==> src/rtl/tc141_pulsetx.sv <==
// tc141_pulsetx: turns single-cycle event strobes into fixed-width level pulses
// separated by a guaranteed low gap, so a slow receiver can edge-detect each
// event. Strobes arriving while a pulse is in flight are counted and replayed.
module tc141_pulsetx #(
    parameter int NHI  = 2,
    parameter int NLO  = 2,
    parameter int PW   = 4,
    parameter int CNTW = 4
) (
    input  logic            clk,
    input  logic            rstn,
    input  logic            pin,
    output logic            dout,
    output logic            busy,
    output logic [CNTW-1:0] pend,
    output logic            ovf
);

    typedef enum logic [1:0] {
        IDLE = 2'd0,
        HIGH = 2'd1,
        LOW  = 2'd2
    } state_t;

    localparam logic [CNTW-1:0] PEND_MAX = '1;
    localparam logic [PW-1:0]   HI_LOAD  = PW'(NHI - 1);
    localparam logic [PW-1:0]   LO_LOAD  = PW'(NLO - 1);

    state_t          state;
    state_t          state_nx;
    logic [PW-1:0]   phase;
    logic [PW-1:0]   phase_nx;
    logic            dout_nx;
    logic [CNTW-1:0] pend_nx;
    logic            ovf_nx;

    // Register the phase FSM, the pulse level and the backlog counter.
    always_ff @(posedge clk or negedge rstn) begin
        if (!rstn) begin
            state <= IDLE;
            phase <= '0;
            dout  <= 1'b0;
            pend  <= '0;
            ovf   <= 1'b0;
        end else begin
            state <= state_nx;
            phase <= phase_nx;
            dout  <= dout_nx;
            pend  <= pend_nx;
            ovf   <= ovf_nx;
        end
    end

    // Next-state logic: pulse sequencing plus queueing of strobes that land mid-pulse.
    always_comb begin
        state_nx = state;
        phase_nx = phase;
        dout_nx  = dout;
        pend_nx  = pend;
        ovf_nx   = 1'b0;

        case (state)
            IDLE: begin
                dout_nx = 1'b0;
                if (pin || (pend != '0)) begin
                    state_nx = HIGH;
                    dout_nx  = 1'b1;
                    phase_nx = HI_LOAD;
                    // A live strobe starts directly; otherwise consume one queued event.
                    // With both present the strobe takes the queued slot, net zero.
                    if (!pin) begin
                        pend_nx = pend - CNTW'(1);
                    end
                end
            end
            HIGH: begin
                dout_nx = 1'b1;
                if (phase == '0) begin
                    state_nx = LOW;
                    dout_nx  = 1'b0;
                    phase_nx = LO_LOAD;
                end else begin
                    phase_nx = phase - PW'(1);
                end
            end
            LOW: begin
                dout_nx = 1'b0;
                if (phase == '0) begin
                    state_nx = IDLE;
                end else begin
                    phase_nx = phase - PW'(1);
                end
            end
            default: begin
                state_nx = IDLE;
                dout_nx  = 1'b0;
                phase_nx = '0;
            end
        endcase

        // Strobes seen while a pulse is in progress go to the backlog, or are lost
        // (flagged by ovf) once the backlog counter is full.
        if ((state != IDLE) && pin) begin
            if (pend == PEND_MAX) begin
                ovf_nx = 1'b1;
            end else begin
                pend_nx = pend + CNTW'(1);
            end
        end
    end

    // busy is decoded purely from registered state so it stays glitch-free.
    assign busy = (state != IDLE) || (pend != '0);

endmodule
==> config.mk <==
export PLATFORM = sky130hd
export DESIGN_NAME = tc141_pulsetx
export DESIGN_NICKNAME = d
export VERILOG_FILES = /design/src/rtl/tc141_pulsetx.sv
export SDC_FILE = /design/constraint.sdc
export NUM_CORES = 1
export LEC_CHECK = 0
export ABC_CLOCK_PERIOD_IN_PS = 4500
export BUFFER_PORTS_ARGS = -buffer_cell sky130_fd_sc_hd__buf_4
export CORE_MARGIN = 2
export CORE_UTILIZATION = 45
export CTS_BUF_LIST = sky130_fd_sc_hd__clkbuf_4
export DETAILED_ROUTE_END_ITERATION = 10
export GPL_ROUTABILITY_DRIVEN = 0
export PLACE_DENSITY_LB_ADDON = 0.12
export SETUP_SLACK_MARGIN = 0.05
export SLEW_MARGIN = 20
export SYNTH_ARGS = -nofsm -noshare
export SYNTH_HDL_FRONTEND = slang
export SYNTH_SLANG_ARGS = --single-unit
==> constraint.sdc <==
create_clock -name clk -period 4.5 [get_ports clk]
set_input_delay 0.225 -clock clk [delete_from_list [all_inputs] [get_ports clk]]
set_output_delay 0.225 -clock clk [all_outputs]
set_load 0.02 [all_outputs]
* Word level (Yosys, flattened, before mapping)
Index checks and enable logic that the tools add are counted.
** Storage, ports and cells
- Input bits :: 3
- Word-level logic and storage cells :: 42
- Register bits after elaboration :: 12
- Output and inout port bits :: 7
** Operators by class
- $add $sub $neg :: 3
- Eq/ne operators :: 7
- Muxes and demuxes :: 18
- Reduce and logical (&&, ||, !) cells :: 9
** Operators with widths (count)
- $mux 4 :: 8
- $pmux 4 s3 :: 1
- $ne 2x2->1 const B :: 4
- $sub 4x1->4 const B :: 2
- $mux 2 :: 3
- $pmux 2 s3 :: 1
- $add 4x1->4 const B :: 1
- $eq 4x4->1 const B :: 1
- $logic_not 4->1 :: 1
- $mux 1 :: 4
- $reduce_bool 4->1 :: 1
- $reduce_and 3->1 :: 1
- $eq 2x1->1 const B :: 1
- $eq 2x2->1 const B :: 1
- $logic_not 2->1 :: 1
- $logic_or 1x1->1 :: 2
- $pmux 1 s2 :: 1
- $reduce_and 2->1 :: 1
- $reduce_bool 2->1 :: 1
- $logic_and 1x1->1 :: 1

* Logic depth before layout (Yosys ltp)
- Depth in word-level cells :: 6
- Gate-level depth with buffers :: 7
- Mapped depth without buffers :: 6

* Worst setup path after synthesis
Ideal clock, no wire load.
- Kind :: register -> register
- From :: reg pend[1]
- To :: reg pend[3]
- Data arrival time :: 1.455 ns
- Period minus slack after synthesis :: 1.580 ns
- Data required time :: 4.374 ns
- Stages on the path, launching flop included :: 6
- Setup time :: 0.126 ns
- Setup slack :: 2.920 ns
- Path buffers :: 0
- Cell sequence :: dfrtp_1 > inv_1 > ha_1 > nor3b_4 > nor2b_1 > o31a_2
** Between the ends
- Longest elaborated chain between the ends :: 6
** RTL lines
- start: declaration :: RTL line 15 : output logic [CNTW-1:0] pend,
- start signal: assignment :: RTL line 49 : pend <= pend_nx;
- $sub 4x1->4 / $reduce_bool 4->1 (equally long branches) :: RTL line 72, 65
- $mux 4 / $logic_or 1x1->1 (equally long branches) :: RTL line 71, 65
- $mux 4 :: RTL line 65 : if (pin || (pend != '0)) begin
- $mux 4 :: RTL line 62 : case (state)
- $mux 4 :: RTL line 104 : if (pend == PEND_MAX) begin
- $mux 4 (*) :: RTL line 103 : if ((state != IDLE) && pin) begin
- named net pend_nx[3] :: RTL line 34 : logic [CNTW-1:0] pend_nx;
The timed path passes the listed nets; every way through them passes the cells marked *.
A chain may end at the register's enable or synchronous reset.

* Worst setup path in the final report
- From :: reg pend[0]
- To :: out busy
** Between the ends
- Longest elaborated chain between the ends :: 2
** RTL lines
- $reduce_bool 4->1 :: RTL line 113 : assign busy = (state != IDLE) || (pend != '0);
- $logic_or 1x1->1 :: RTL line 113
- end: declaration :: RTL line 14 : output logic busy,
Every way passes these cells.

==> flow_summary_export.csv <==
group,metric,value,unit
worst_setup_path,end_kind,"output pin",
logic_synthesis,synth_warnings,0,
finish,final_cells,119,
clock_network,cts_resized,0,
timing,finalMaxSlewViolations,0,
floorplanning,coreArea,1710,um^2
power_and_ir_drop,power_density,698,nW/um^2
placement,pre_cts_ws,2.80,ns
clock_network,clock_latency,0.28,ns
min_path,hold_class,"input pin to flip-flop",
clock_network,clockBufferDepth,2,
clock_network,cts_root_buf,"clkbuf_4",
floorplanning,die_height,46.3,um
timing,rsz0062_at_grt,"false",
route,wl_per_cell,12.2,um
route,drt-total-wl,1460,um
clock_network,postCtsHoldBufs,1,
timing,fin_crit_sh,41.4,%
route,routed_via_density,5.49,
timing,whs,0.237,ns
clock_network,cts_buffers,3,
logic_synthesis,synthXorXnorAreaFrac,3.27,%
placement,dp_cells,114,
logic_synthesis,synth_compound_area_share,23.4,%
finish,drive_gt1_share,20.2,%
clock_network,post_cts_buffers,0,
route,ant_nets,0,
worst_setup_path,start_kind,"flip-flop",
worst_setup_path,crit_arrival,1.64,ns
logic_synthesis,synthAdderAreaFrac,7.79,%
power_and_ir_drop,max-vdd-ir-drop,0.294,mV
timing,tightestPinTransition,0.639,ns
finish,seqCellArea,300,um^2
global_route,grt_pass1_wl,2400,um
logic_synthesis,synth_simple_gate_area_share,20.9,%
global_route,overflow,0,
logic_synthesis,seq_area_frac_synth,37.4,%
clock_network,cts_htree_levels,1,
logic_synthesis,synth_edf_count,0,
timing,setup_viol,0,
finish,postLayoutCellArea,902,um^2
timing,setup_tns,0,ns
logic_synthesis,avgSynthCellArea,9.45,um^2
route,vias,653,
route,drc,0,
floorplanning,die-area,2140,um^2
route,first_pass_iters,4,
logic_synthesis,ys_ff_latch,12,
worst_setup_path,cp_data_required_time,4.28,ns
placement,place_area,866,um^2
flow_run,drv_cap,0,
logic_synthesis,syn_inst,85,
floorplanning,start_util,47.0,%
timing,max_freq,537,MHz
logic_synthesis,synthMuxAreaShare,0,%
logic_synthesis,synth_top_area_share,37.4,%
floorplanning,die_x,46.3,um
status,status,"finished, final reports clean",
timing,finalHoldViolations,0,
finish,layout_common_cells,"dfrtp_1, buf_4, nor2_1",
floorplanning,ios,10,
logic_synthesis,synth_cell_type_count,33,
finish,nets,103,
clock_network,clock-sinks,12,
logic_synthesis,synth_nets,93,
finish,layout_commonest_cell,"dfrtp_1",
finish,num-fill-cells,165,
logic_synthesis,synth_top_family_by_area,"compound AO/OA/AOI/OAI gates",
global_route,grt_max_degree,14,
finish,multi_input_area,444,um^2
global_route,grt_pass1_vias,517,
finish,area_growth,12.3,%
worst_setup_path,worstSetupPathType,"flip-flop to output pin",
worst_setup_path,cp_max_fo,9,
timing,fin_ws,2.64,ns
logic_synthesis,syn-cell-area,803,um^2
logic_synthesis,yosysTopAreaCell,"dfrtp_1",
clock_network,path_clk_slew,0.08,ns
timing,fin_crit,1.86,ns
floorplanning,row_count,15,
route,first_iter_violations,14,
logic_synthesis,synthArstFlopShare,100,%
global_route,grtUsageTotal,16.5,%
finish,diodes,0,
placement,dpl.hpwl,1050,um
placement,io_buffers,9,
timing,slew_headroom,57.2,%
logic_synthesis,synth_ff_type,"dfrtp_1",
logic_synthesis,synth_area_leaders,"dfrtp_1, ha_1, nor3_1, nor2_1, a221oi_1",
global_route,antenna_found_initial,0,
timing,finClkSkew,0.00336,ns
power_and_ir_drop,p_leak,0.000376,uW
clock_network,cts_tree,"yes",
==> area by class of cell <==
cell class,instances,share of cell area (%)
multi-input combinational,62,49.2
sequential,12,33.3
timing repair buffer,10,8.60
tap,25,3.47
clock buffer,3,2.50
inverter,6,2.50
clock inverter,1,0.416
==> synthesized netlist by cell type (2+ instances only) <==
cell type	count
dfrtp_1	12
nor2_1	8
inv_1	6
nand2_1	6
nor3_1	6
ha_1	5
o21ai_0	4
a221oi_1	3
a31oi_1	3
xnor2_1	3
a21oi_1	2
a311oi_1	2
buf_2	2
buf_4	2
o21bai_1	2
o2bb2ai_1	2
==> power breakdown <==
group          internal (uW)  switching, uW
logic                    154            176
clock network           32.2           39.3
registers                153           74.8
==> per-stage QoR <==
step	total power (uW)	util, %
after floorplan	495	-
after global routing	689	52.8
after global placement	556	50.7
final	629	52.8
after CTS	634	52.8
after detailed placement	559	50.7
==> flip-flops by register name, summed over array words and instances (netlist names) <==
name and cells:
phase 4, ovf 1, state 2, pend 4
dout 1
==> worst max-delay path: stages (launching register included) <==
cell and delay (ns):
dfrtp_1 0.46, inv_1 0.11, ha_1 0.15, nor3b_4 0.37
nand2_1 0.09, buf_4 0.17
==> kinds of logic (layout without fill, tap and decap cells) <==
family                   after synthesis  in the layout
AO/OA/AOI/OAI                         25             25
XOR/XNOR                               3              3
adder cells (fa/ha/maj)                5              5
buffers and inverters                 11             20
flip-flops                            12             12
AND/OR/NAND/NOR                       29             29
==> per-layer routing <==
layer | track usage [%] | routed length [um] | share of wire (%)
met1 | 25.8 | 739 | 51
met2 | 18.6 | 613 | 42
met3 | 3.53 | 60 | 4.1
met4 | 12.0 | 42 | 2.9
met5 | 0 | 0 | 0
==> path summary, 6_finish.rpt <==
path / start / endpoint / slack [ns] / depth (start not counted)
setup reg to reg: phase[0] / phase[3] / 2.76 / 6
min in group asynchronous: rstn / pend[1] / 0.32 / 2
hold / removal: pin / ovf / 0.24 / 3
setup / recovery: pend[0] / busy / 2.64 / 5
hold reg to reg: phase[1] / phase[1] / 0.56 / 2
max in group asynchronous: rstn / phase[3] / 4.03 / 2
Power figures use the tool's default switching activity.
